--- src/rtl/mc_ctrl_pkg.sv ---
// mc_ctrl_pkg: shared definitions for the multi-cycle sequencer.
//   - opcode / funct constants of the supported instruction subset
//   - next-PC select codes (shared with the IFU's op encoding)
//   - FSM state encodings and decoded instruction classes
package mc_ctrl_pkg;

  localparam logic [5:0] OP_R   = 6'h00;
  localparam logic [5:0] OP_ORI = 6'h0d;
  localparam logic [5:0] OP_LUI = 6'h0f;
  localparam logic [5:0] OP_LW  = 6'h23;
  localparam logic [5:0] OP_SW  = 6'h2b;
  localparam logic [5:0] OP_BEQ = 6'h04;
  localparam logic [5:0] OP_J   = 6'h02;
  localparam logic [5:0] OP_JAL = 6'h03;

  localparam logic [5:0] FN_ADDU = 6'h21;
  localparam logic [5:0] FN_SUBU = 6'h23;
  localparam logic [5:0] FN_JR   = 6'h08;

  localparam logic [2:0] NPC_SEQ = 3'd0;
  localparam logic [2:0] NPC_B   = 3'd1;
  localparam logic [2:0] NPC_J   = 3'd2;
  localparam logic [2:0] NPC_JR  = 3'd3;

  typedef enum logic [2:0] {
    ST_FETCH  = 3'd0,
    ST_DECODE = 3'd1,
    ST_EXEC   = 3'd2,
    ST_MEM    = 3'd3,
    ST_WB     = 3'd4
  } state_t;

  // Unknown opcodes fold into CLS_NOP so they retire in DECODE like a nop.
  typedef enum logic [2:0] {
    CLS_NOP = 3'd0,
    CLS_ALU = 3'd1,
    CLS_LW  = 3'd2,
    CLS_SW  = 3'd3,
    CLS_BEQ = 3'd4,
    CLS_J   = 3'd5,
    CLS_JAL = 3'd6,
    CLS_JR  = 3'd7
  } instr_cls_t;

endpackage

--- src/rtl/mc_ctrl_decode.sv ---
// mc_decode: combinational instruction classifier.
// Ports:
//   instr  in  32  IR contents
//   cls    out     instruction class (instr_cls_t)
module mc_decode
  import mc_ctrl_pkg::*;
(
  input  logic [31:0] instr,
  output instr_cls_t  cls
);

  logic [5:0] opcode;
  logic [5:0] funct;

  assign opcode = instr[31:26];
  assign funct  = instr[5:0];

  always_comb begin
    cls = CLS_NOP;
    if (instr != 32'd0) begin
      case (opcode)
        OP_R: begin
          if (funct == FN_ADDU || funct == FN_SUBU) cls = CLS_ALU;
          else if (funct == FN_JR)                   cls = CLS_JR;
          else                                       cls = CLS_NOP;
        end
        OP_ORI, OP_LUI: cls = CLS_ALU;
        OP_LW:          cls = CLS_LW;
        OP_SW:          cls = CLS_SW;
        OP_BEQ:         cls = CLS_BEQ;
        OP_J:           cls = CLS_J;
        OP_JAL:         cls = CLS_JAL;
        default:        cls = CLS_NOP;
      endcase
    end
  end

endmodule

--- src/rtl/mc_ctrl.sv ---
// mc_ctrl: multi-cycle FETCH/DECODE/EXEC/MEM/WB sequencer driving the IFU
// and datapath enables. Exactly one pc_en pulse per retired instruction.
//
// Optional feature macro: MC_PERF_CNT_EN (cycle / retired counters).
// Without it cyc_cnt and ret_cnt read 0 and no counter flops exist.
//
// Parameters:
//   FETCH_WAIT  extra stall cycles in FETCH (0..15)
// Ports:
//   clk      in   system clock
//   rst      in   synchronous active-high reset
//   instr    in   registered IR contents, stable from DECODE until retire
//   zero     in   ALU equality flag, used by beq in EXEC
//   pc_en    out  PC update strobe (retiring cycle)
//   npc_op   out  next-PC select (NPC_* codes)
//   ir_en    out  IR load strobe (last FETCH cycle)
//   grf_we   out  register-file write enable
//   dm_we    out  data-memory write enable
//   state    out  current FSM state (debug)
//   cyc_cnt  out  cycle counter
//   ret_cnt  out  retired-instruction counter
//
// state  | meaning
// FETCH  | wait for instruction memory, load IR on last cycle
// DECODE | classify; nop/unknown retires here
// EXEC   | ALU op; beq/j/jr retire here
// MEM    | data access; sw retires here
// WB     | register write-back; ALU/lw/jal retire here
module mc_ctrl
  import mc_ctrl_pkg::*;
#(
  parameter int unsigned FETCH_WAIT = 0
) (
  input  logic        clk,
  input  logic        rst,
  input  logic [31:0] instr,
  input  logic        zero,
  output logic        pc_en,
  output logic [2:0]  npc_op,
  output logic        ir_en,
  output logic        grf_we,
  output logic        dm_we,
  output logic [2:0]  state,
  output logic [31:0] cyc_cnt,
  output logic [31:0] ret_cnt
);

  localparam logic [3:0] WAIT_LAST = 4'(FETCH_WAIT);

  state_t     state_q, state_d;
  logic [3:0] wait_q, wait_d;
  instr_cls_t cls;

  mc_decode u_decode (
    .instr (instr),
    .cls   (cls)
  );

  always_comb begin
    state_d = state_q;
    wait_d  = wait_q;
    pc_en   = 1'b0;
    npc_op  = NPC_SEQ;
    ir_en   = 1'b0;
    grf_we  = 1'b0;
    dm_we   = 1'b0;
    case (state_q)
      ST_FETCH: begin
        if (wait_q == WAIT_LAST) begin
          ir_en   = 1'b1;
          wait_d  = 4'd0;
          state_d = ST_DECODE;
        end else begin
          wait_d = wait_q + 4'd1;
        end
      end
      ST_DECODE: begin
        if (cls == CLS_NOP) begin
          pc_en   = 1'b1;
          state_d = ST_FETCH;
        end else begin
          state_d = ST_EXEC;
        end
      end
      ST_EXEC: begin
        case (cls)
          CLS_ALU, CLS_JAL: state_d = ST_WB;
          CLS_LW, CLS_SW:   state_d = ST_MEM;
          CLS_BEQ: begin
            pc_en   = 1'b1;
            npc_op  = zero ? NPC_B : NPC_SEQ;
            state_d = ST_FETCH;
          end
          CLS_J: begin
            pc_en   = 1'b1;
            npc_op  = NPC_J;
            state_d = ST_FETCH;
          end
          CLS_JR: begin
            pc_en   = 1'b1;
            npc_op  = NPC_JR;
            state_d = ST_FETCH;
          end
          default: state_d = ST_FETCH;
        endcase
      end
      ST_MEM: begin
        if (cls == CLS_SW) begin
          dm_we   = 1'b1;
          pc_en   = 1'b1;
          state_d = ST_FETCH;
        end else if (cls == CLS_LW) begin
          state_d = ST_WB;
        end else begin
          state_d = ST_FETCH;
        end
      end
      ST_WB: begin
        grf_we  = 1'b1;
        pc_en   = 1'b1;
        npc_op  = (cls == CLS_JAL) ? NPC_J : NPC_SEQ;
        state_d = ST_FETCH;
      end
      default: state_d = ST_FETCH;
    endcase
    // Reset aborts the in-flight instruction: nothing may fire this cycle.
    if (rst) begin
      pc_en  = 1'b0;
      npc_op = NPC_SEQ;
      ir_en  = 1'b0;
      grf_we = 1'b0;
      dm_we  = 1'b0;
    end
  end

  always_ff @(posedge clk) begin
    if (rst) begin
      state_q <= ST_FETCH;
      wait_q  <= 4'd0;
    end else begin
      state_q <= state_d;
      wait_q  <= wait_d;
    end
  end

  assign state = rst ? ST_FETCH : state_q;

`ifdef MC_PERF_CNT_EN
  logic [31:0] cyc_cnt_q, cyc_cnt_d;
  logic [31:0] ret_cnt_q, ret_cnt_d;

  always_comb begin
    cyc_cnt_d = cyc_cnt_q + 32'd1;
    ret_cnt_d = ret_cnt_q + {31'd0, pc_en};
  end

  always_ff @(posedge clk) begin
    if (rst) begin
      cyc_cnt_q <= 32'd0;
      ret_cnt_q <= 32'd0;
    end else begin
      cyc_cnt_q <= cyc_cnt_d;
      ret_cnt_q <= ret_cnt_d;
    end
  end

  assign cyc_cnt = cyc_cnt_q;
  assign ret_cnt = ret_cnt_q;
`else
  assign cyc_cnt = 32'd0;
  assign ret_cnt = 32'd0;
`endif

endmodule

--- config.mk ---
export PLATFORM = sky130hd
export DESIGN_NAME = mc_ctrl
export DESIGN_NICKNAME = d
export VERILOG_FILES = /design/src/rtl/mc_ctrl_pkg.sv /design/src/rtl/mc_ctrl_decode.sv /design/src/rtl/mc_ctrl.sv
export SDC_FILE = /design/constraint.sdc
export NUM_CORES = 1
export LEC_CHECK = 0
export ABC_AREA = 1
export CORE_AREA = 2 2 64 66
export DETAILED_ROUTE_END_ITERATION = 8
export DIE_AREA = 0 0 66 68
export MAX_ROUTING_LAYER = met4
export PLACE_DENSITY_LB_ADDON = 0.2
export SLEW_MARGIN = 20
export SYNTH_ARGS = -nofsm -noshare
export SYNTH_HDL_FRONTEND = slang
export SYNTH_SLANG_ARGS = --single-unit
--- constraint.sdc ---
create_clock -name clk -period 2 [get_ports clk]
set_input_delay 0.4 -clock clk [delete_from_list [all_inputs] [get_ports clk]]
set_output_delay 0.4 -clock clk [all_outputs]
set_load 0.03 [all_outputs]
==> results of run 1 <==
[routing by layer]
metal	wire, microns	part of all wire (%)	up-vias	global-route usage (%)
li1	-	-	543	-
met1	882	38	463	11.0
met4	36	1.5	0	5.36
met5	0	0	-	-
met3	146	6.3	4	1.48
met2	1260	54	41	19.3
[power by group]
| group | internal (uW) | leakage, uW | switching, uW |
|---|---|---|---|
| Sequential | 169 | 0.0000571 | 23.8 |
| Clock | 138 | 0.0000228 | 63.9 |
| Combinational | 143 | 0.000722 | 396 |
[cell families (layout without fill, tap and decap cells)]
logic type | after synthesis | after routing | share of synthesized area [%]
buf+inv | 89 | 71 | 45.0
flops | 7 | 7 | 10.9
simple gates | 73 | 73 | 33.2
xor+xnor | 1 | 1 | 0.682
fa+ha+maj | 2 | 2 | 1.95
compound gates | 14 | 14 | 7.90
other cells | 1 | 65 | 0.292
[repair_timing]
| action | in CTS | in global routing |
|---|---|---|
| hold endpoints to repair | 0 | 0 |
| resized for setup | 41 | 20 |
| cloned | 0 | 0 |
| setup buffers | 4 | 1 |
| setup endpoints to repair | 4 | 4 |
| pin swaps | 19 | 16 |
| hold buffers | 0 | 0 |
[registers in the layout, indices dropped and copies added, names as in the netlist]
| signal | flops |
|---|---|
| wait_q | 4 |
| state_q | 3 |
[layout make-up]
type	count	area, sq um
Fill cell	433	2300
Clock buffer	4	45.0
Tap cell	50	62.6
Inverter	23	86.3
Sequential cell	7	140
Timing Repair Buffer	44	342
Multi-Input combinational cell	155	885
[worst reg2reg max path, cell delays in order, from the launching register on]
cell	delay, ns
dfxtp_1	0.54
inv_2	0.11
nand2_4	0.12
nor2_2	0.06
nor3_2	0.12
nand3_1	0.11
a21oi_2	0.11
[synthesized netlist by cell type, drive strengths merged, types with 2 or more instances]
cell type	number	share of area, %
a21boi	2	1.2
a21oi	6	3.5
buf	66	38
dfxtp	7	11
ha	2	1.9
inv	23	6.7
nand2	19	6.9
nand3	15	8.2
nand4	2	0.97
nor2	31	12
nor3	4	2.8
nor4	2	1.9
o21ai	3	1.5
[stage by stage]
step	area, sq um	total power [uW]	utilization [%]
finish	1560	934	40.5
global route	1560	1010	40.5
CTS	1530	932	39.7
detailed placement	1420	718	36.9
global placement	1420	715	36.9
floorplan	1520	697	-
[worst max path at each step]
| stage | start | end | slack, ns | depth (start not counted) |
|---|---|---|---|---|
| after floorplan | instr[27] | pc_en | 0.27 | 7 |
| after global placement | instr[31] | dm_we | -0.35 | 9 |
| after detailed placement | instr[31] | dm_we | -0.36 | 9 |
| after CTS | instr[29] | pc_en | 0.01 | 9 |
| after global routing | state_q[1] | dm_we | -0.01 | 6 |
| final | state_q[1] | dm_we | 0.07 | 6 |
[cell usage in the layout (no fill, tap or decap), types with 8 or more instances in the layout]
cell	n
nor2_2	8
buf_4	27
conb_1	65
nand2_2	8
nor2_1	15
nor2_4	8
nand2_1	10
inv_1	20
==> results.tsv, run 1 <==
stage	metric	value	unit
synth	Ys Warns	0	
routing	via/cell ratio	3.71	
clock_network	clk_lat worst skew	0.23	ns
routing	WL/cell	8.23	microns
sta	final-report hold violation count	0	
routing	Routed WL	2.33	mm
synth	synth unique cells	30	
sta	post-layout minimum cycle time	1.93	ns
die	Die Width	66	microns
setup_path	worst reg-to-reg setup slack	0.77	ns
global_route	grt ovf	0	
cells_and_area	fin cells	283	
global_route	largest net degree at the start of global routing	7	
synth	mapped cell area	1280	sq um
setup_path	reg2reg start	state_q[2]	
setup_path	CP max stage cell	dfxtp_1	
clock_network	CTS root buf	clkbuf_8	
sta	hold slack final	0.497	ns
sta	Final setup violation count	0	
routing	ANT nets after route	0	
cells_and_area	share of layout cells above drive strength 1	36.9	%
cells_and_area	layout net count	271	
die	IO Pins	109	
pwr	VDD IR max	154	uV
clock_network	number of H-tree levels	1	
global_route	GRT Overall Usage	10.5	%
hold_path	Hold Crit Depth	1	
outcome	outcome	finished, final reports clean	
setup_path	Data arrival, critical path	1.53	ns
hold_path	worst hold path startpoint	wait_q[0]	
sta	Final Slew Violations	0	
die	Die Y	68	microns
pwr	pwr dens	598	nW/um^2
setup_path	CP max FO	4	
routing	Vias	1051	
placed_design	Placed Cells	274	
placed_design	hpwl dp	1.93	mm
hold_path	Min-Delay Endpoint	wait_q[0]	
die	Die ar.	4490	sq um
setup_path	Critical Path RT	1.60	ns
sta	fin crit share	96.4	%
placed_design	RePlAce Congestion	0.790	
global_route	antenna violations before repair	0	
sta	clock skew	0.000387	ns
synth	register bit count reported by yosys	7	
routing	DR iter-0 viols	13	
placed_design	Buffers on Ports	23	
setup_path	CP endpoint kind	primary output	
synth	asr flop ratio synth	0	%
pwr	Leakage	0.000802	uW
sta	Final WS setup	0.0712	ns
die	core area	3860	sq um
setup_path	crit-path max cell delay	0.37	ns
setup_path	CP Buf/Inv Count	4	
sta	total negative slack	0	ns
setup_path	crit-path leading delay family	buffers and inverters	
placed_design	pre-CTS WS	-0.363	ns
routing	DR pass1 iterations	3	
cells_and_area	area grow syn2layout	21.5	%
die	Rows	23	
global_route	vias in the first global route	848	
setup_path	cell chain of the critical path	inv_1 -> nor4_4 -> buf_4 -> inv_1 -> nor2_1 -> buf_4	
sta	RSZ-0062 raised after global routing	yes	
hold_path	worst hold path type	reg2reg	
routing	DRC errors left	0	
setup_path	R2R depth	6	
setup_path	startpoint types	flip-flop	
clock_network	Max clock buf depth	2	
cells_and_area	number of inserted diodes	0	
synth	Post-Syn Instances	187	
sta	FMAX	518	MHz
synth	Seq/Total Area, Yosys	10.9	%
clock_network	CTS clk-pin slew, worst paths	0.04	ns
run	Max Cap Viol	0	
synth	Synth Area per Inst	6.86	sq um
die	initial core utilization	33.3	%
setup_path	WS Path Type	reg2out	
synth	main flop type after synthesis	dfxtp_1	
clock_network	cts bufs inserted	3	
synth	EDFF count, synth	0	
global_route	first-pass GRT wire length	3.54	mm
setup_path	R2R Path End	state_q[2]	
clock_network	CTS tree	built	
clock_network	CTS sink count	7	
(Power assumes the default switching activity.)
==> run 2, diff against run 1 <==
- CORE_AREA: 2 2 64 66 -> 2 2 63 65
- DIE_AREA: 0 0 66 68 -> 0 0 65 67
- SYNTH_HIERARCHICAL: not set -> 1
==> results.tsv, run 2 <==
stage	metric	value	unit	change
outcome	outcome	finished with violations		
outcome	failing checks	setup timing		
run	Max Cap Viol	0		unchanged
clock_network	clk_lat worst skew	0.23	ns	about the same
die	Rows	22		-4.3%
setup_path	CP max FO	4		unchanged
global_route	first-pass GRT wire length	3.26	mm	-8.0%
sta	fin crit share	102	%	+6.0 points
cells_and_area	fin cells	280		-1.1%
clock_network	cts bufs inserted	3		unchanged
pwr	pwr dens	636	nW/um^2	+6.3%
pwr	Reg power frac	22.1	%	+1.5 points
routing	DR pass1 iterations	6		+3
placed_design	hpwl dp	1.67	mm	-13%
setup_path	worst reg-to-reg setup slack	0.96	ns	+0.19 ns
die	Die Width	65	microns	-1.5%
sta	Final Slew Violations	0		unchanged
setup_path	Critical Path RT	1.60	ns	about the same
synth	EDFF count, synth	0		unchanged
hold_path	worst hold path type	reg2reg		
placed_design	RePlAce Congestion	0.834		+5.6%
hold_path	worst hold path startpoint	wait_q[1]		
cells_and_area	commonest cells after routing, fill and taps aside	conb_1 (65), nand2_1 (23), nor2_1 (21)		
clock_network	number of H-tree levels	1		unchanged
synth	cell taking the most area after synthesis	buf_4		
pwr	combinational share of power	55.9	%	-1.9 points
setup_path	cell chain of the critical path	buf_6 -> buf_6 -> nand2_1 -> inv_1 -> nand3_1 -> nand2_1 -> nor2_2 -> nand2_4 -> inv_4 -> buf_4 -> nand4_1 -> a21oi_4 -> buf_12		
sta	Final setup violation count	2		+2
synth	most frequent cells after synthesis	buf_4 (65), nand2_1 (32), nor2_1 (26)		
clock_network	CTS root buf	clkbuf_8		
clock_network	Max clock buf depth	2		unchanged
sta	total negative slack	-0.0873	ns	-0.0873 ns
cells_and_area	area of the multi-input gates	810	sq um	-8.5%
synth	asr flop ratio synth	0	%	unchanged
sta	post-layout minimum cycle time	2.05	ns	+0.120 ns
cells_and_area	area grow syn2layout	23.8	%	
die	IO Pins	109		unchanged
sta	final-report hold violation count	0		unchanged
synth	top-area cell type share of the netlist area	41.4	%	+3.4 points
global_route	vias in the first global route	798		-5.9%
clock_network	hold_buf cts	0		unchanged
routing	Routed WL	2.06	mm	-12%
cells_and_area	most common cell after layout, fill and taps aside	conb_1		
synth	Synth area leaders	buf_4 (41%), dfxtp_1 (12%), nand2_1 (10%), nor2_1 (8.3%), inv_1 (4.8%)		
cells_and_area	storage element area	140	sq um	unchanged
pwr	Net Sw Power	474	uW	-1.9%
setup_path	R2R Path End	wait_q[3]		
placed_design	Placed Cells	271		-1.1%
die	Die Y	67	microns	-1.5%
cells_and_area	number of flip-flops under the largest register name	4		unchanged
setup_path	CP Buf/Inv Count	6		+2
routing	Vias	1062		+1.0%
global_route	grt ovf	0		unchanged
die	core area	3610	sq um	-6.5%
hold_path	Hold Crit Depth	2		+1
cells_and_area	biggest registers after layout	wait_q x4, state_q x3		
cells_and_area	layout net count	270		-0.37%
setup_path	crit-path max cell delay	0.18	ns	-0.19 ns
setup_path	Data arrival, critical path	1.65	ns	+0.12 ns
setup_path	crit-path leading delay family	buffers and inverters		
clock_network	CTS sink count	7		unchanged
sta	RSZ-0062 raised after global routing	yes		
sta	FMAX	488	MHz	-5.9%
routing	via/cell ratio	3.79		+2.1%
routing	DR iter-0 viols	16		+3
sta	Final WS setup	-0.0492	ns	-0.120 ns
setup_path	WS Path Type	in2out		
routing	ANT nets after route	0		unchanged
die	initial core utilization	32.7	%	-0.64 points
die	Die ar.	4360	sq um	-3.0%
setup_path	startpoint types	input pin		
sta	clock skew	0.00356	ns	+0.00317 ns
routing	DRC errors left	0		unchanged
setup_path	reg2reg start	state_q[0]		
cells_and_area	share of layout cells above drive strength 1	31.5	%	-5.4 points
pwr	Int Power	453	uW	+0.59%
synth	register bit count reported by yosys	7		unchanged
synth	synth unique cells	23		-23%
clock_network	CTS clk-pin slew, worst paths	0.04	ns	about the same
synth	main flop type after synthesis	dfxtp_1		
setup_path	CP max stage cell	a21oi_4		
global_route	GRT Overall Usage	9.54	%	-0.98 points
pwr	switch share	51.2	%	-0.63 points
pwr	VDD IR max	193	uV	+25%
synth	Seq/Total Area, Yosys	11.9	%	+0.99 points
pwr	Leakage	0.000776	uW	-3.2%
synth	Post-Syn Instances	193		+3.2%
synth	Ys Warns	6		+6
global_route	largest net degree at the start of global routing	10		+3
global_route	antenna violations before repair	0		unchanged
pwr	Clock power frac	22.1	%	+0.5 points
hold_path	Min-Delay Endpoint	wait_q[1]		
cells_and_area	Filler Cell Count	397		-8.3%
placed_design	area of placed instances	1290	sq um	-9.3%
cells_and_area	number of inserted diodes	0		unchanged
cells_and_area	Biggest register	wait_q		
routing	WL/cell	7.35	microns	-11%
setup_path	R2R depth	6		unchanged
setup_path	CP endpoint kind	primary output		
synth	Synth Area per Inst	6.10	sq um	-11%
synth	most frequent cell after synthesis	buf_4		
synth	mapped cell area	1180	sq um	-8.3%
cells_and_area	fin area	1460	sq um	-6.6%
placed_design	Buffers on Ports	23		unchanged
clock_network	CTS tree	built		
-- run 2: cell types whose count changed after synthesis, moves of 2 or more --
cell	change
nand2_1	+18
a21oi_1	+6
nand3_2	-6
inv_1	-5
a21oi_2	-4
nor2_1	+4
nor2_4	-3
o21ai_0	+3
nor4_2	-2
-- run 2: routing by layer --
| layer | track usage (%) | wire (microns) | share of wire [%] | vias to the layer above |
|---|---|---|---|---|
| met5 | - | 0 | 0 | - |
| met4 | 0.798 | 0 | 0 | 0 |
| met3 | 3.21 | 255 | 12 | 0 |
| met2 | 17.0 | 982 | 48 | 60 |
| met1 | 10.8 | 820 | 40 | 461 |
| li1 | - | - | - | 541 |
-- run 2: kinds of logic (layout without fill, tap and decap cells) --
logic type / after synthesis / in the layout / share of synthesized area [%]
buffers and inverters: 85 / 60 / 47.9
and+or+nand+nor: 82 / 82 / 30.4
AOI/OAI and AO/OA: 15 / 15 / 6.59
DFF: 7 / 7 / 11.9
adders and majority gates: 2 / 2 / 2.13
other: 1 / 65 / 0.319
xor gates and xnor gates: 1 / 1 / 0.744
-- run 2: worst max path at each step --
stage | slack [ns] | from | cells after the start | end
after detailed placement | -0.57 | instr[30] | 13 | pc_en
after global routing | -0.16 | instr[30] | 13 | pc_en
after floorplan | 0.02 | instr[30] | 12 | pc_en
final | -0.05 | instr[26] | 13 | npc_op[1]
after global placement | -0.56 | instr[30] | 13 | pc_en
after CTS | -0.1 | instr[31] | 13 | pc_en
-- run 2: repair_timing --
item	in CTS	in global routing
pin swaps	26	24
gates resized for setup	62	21
setup endpoints to repair	4	4
buffers inserted	2	3
-- run 2: stage by stage --
step | utilization, % | worst slack (ns) | total power, uW | hold WS [ns]
floorplan | - | 0.0152 | 691 | 0.464
global placement | 35.8 | -0.561 | 708 | 0.487
detailed placement | 35.8 | -0.566 | 711 | 0.491
CTS | 39.5 | -0.0966 | 929 | 0.498
global route | 40.4 | -0.162 | 1010 | 0.534
finish | 40.4 | -0.0492 | 927 | 0.489
-- run 2: tightest hold or removal path, cell delays in order, from the launching register on --
cell and delay [ns]:
dfxtp_1 0.31, inv_1 0.07, a21oi_1 0.06
-- run 2: final cells by class --
class	instances	area share [%]
Sequential cell	7	9.61
Tap cell	48	4.12
Inverter	18	4.81
Multi-Input combinational cell	165	55.5
Clock buffer	4	3.09
Timing Repair Buffer	38	22.8
-- run 2: power groups by stage --
stage	combinational (uW)	sequential, uW	clock (uW)
floorplan	490	202	0
global placement	500	208	0
detailed placement	503	208	0
CTS	515	205	208
global route	573	213	224
finish	518	205	204
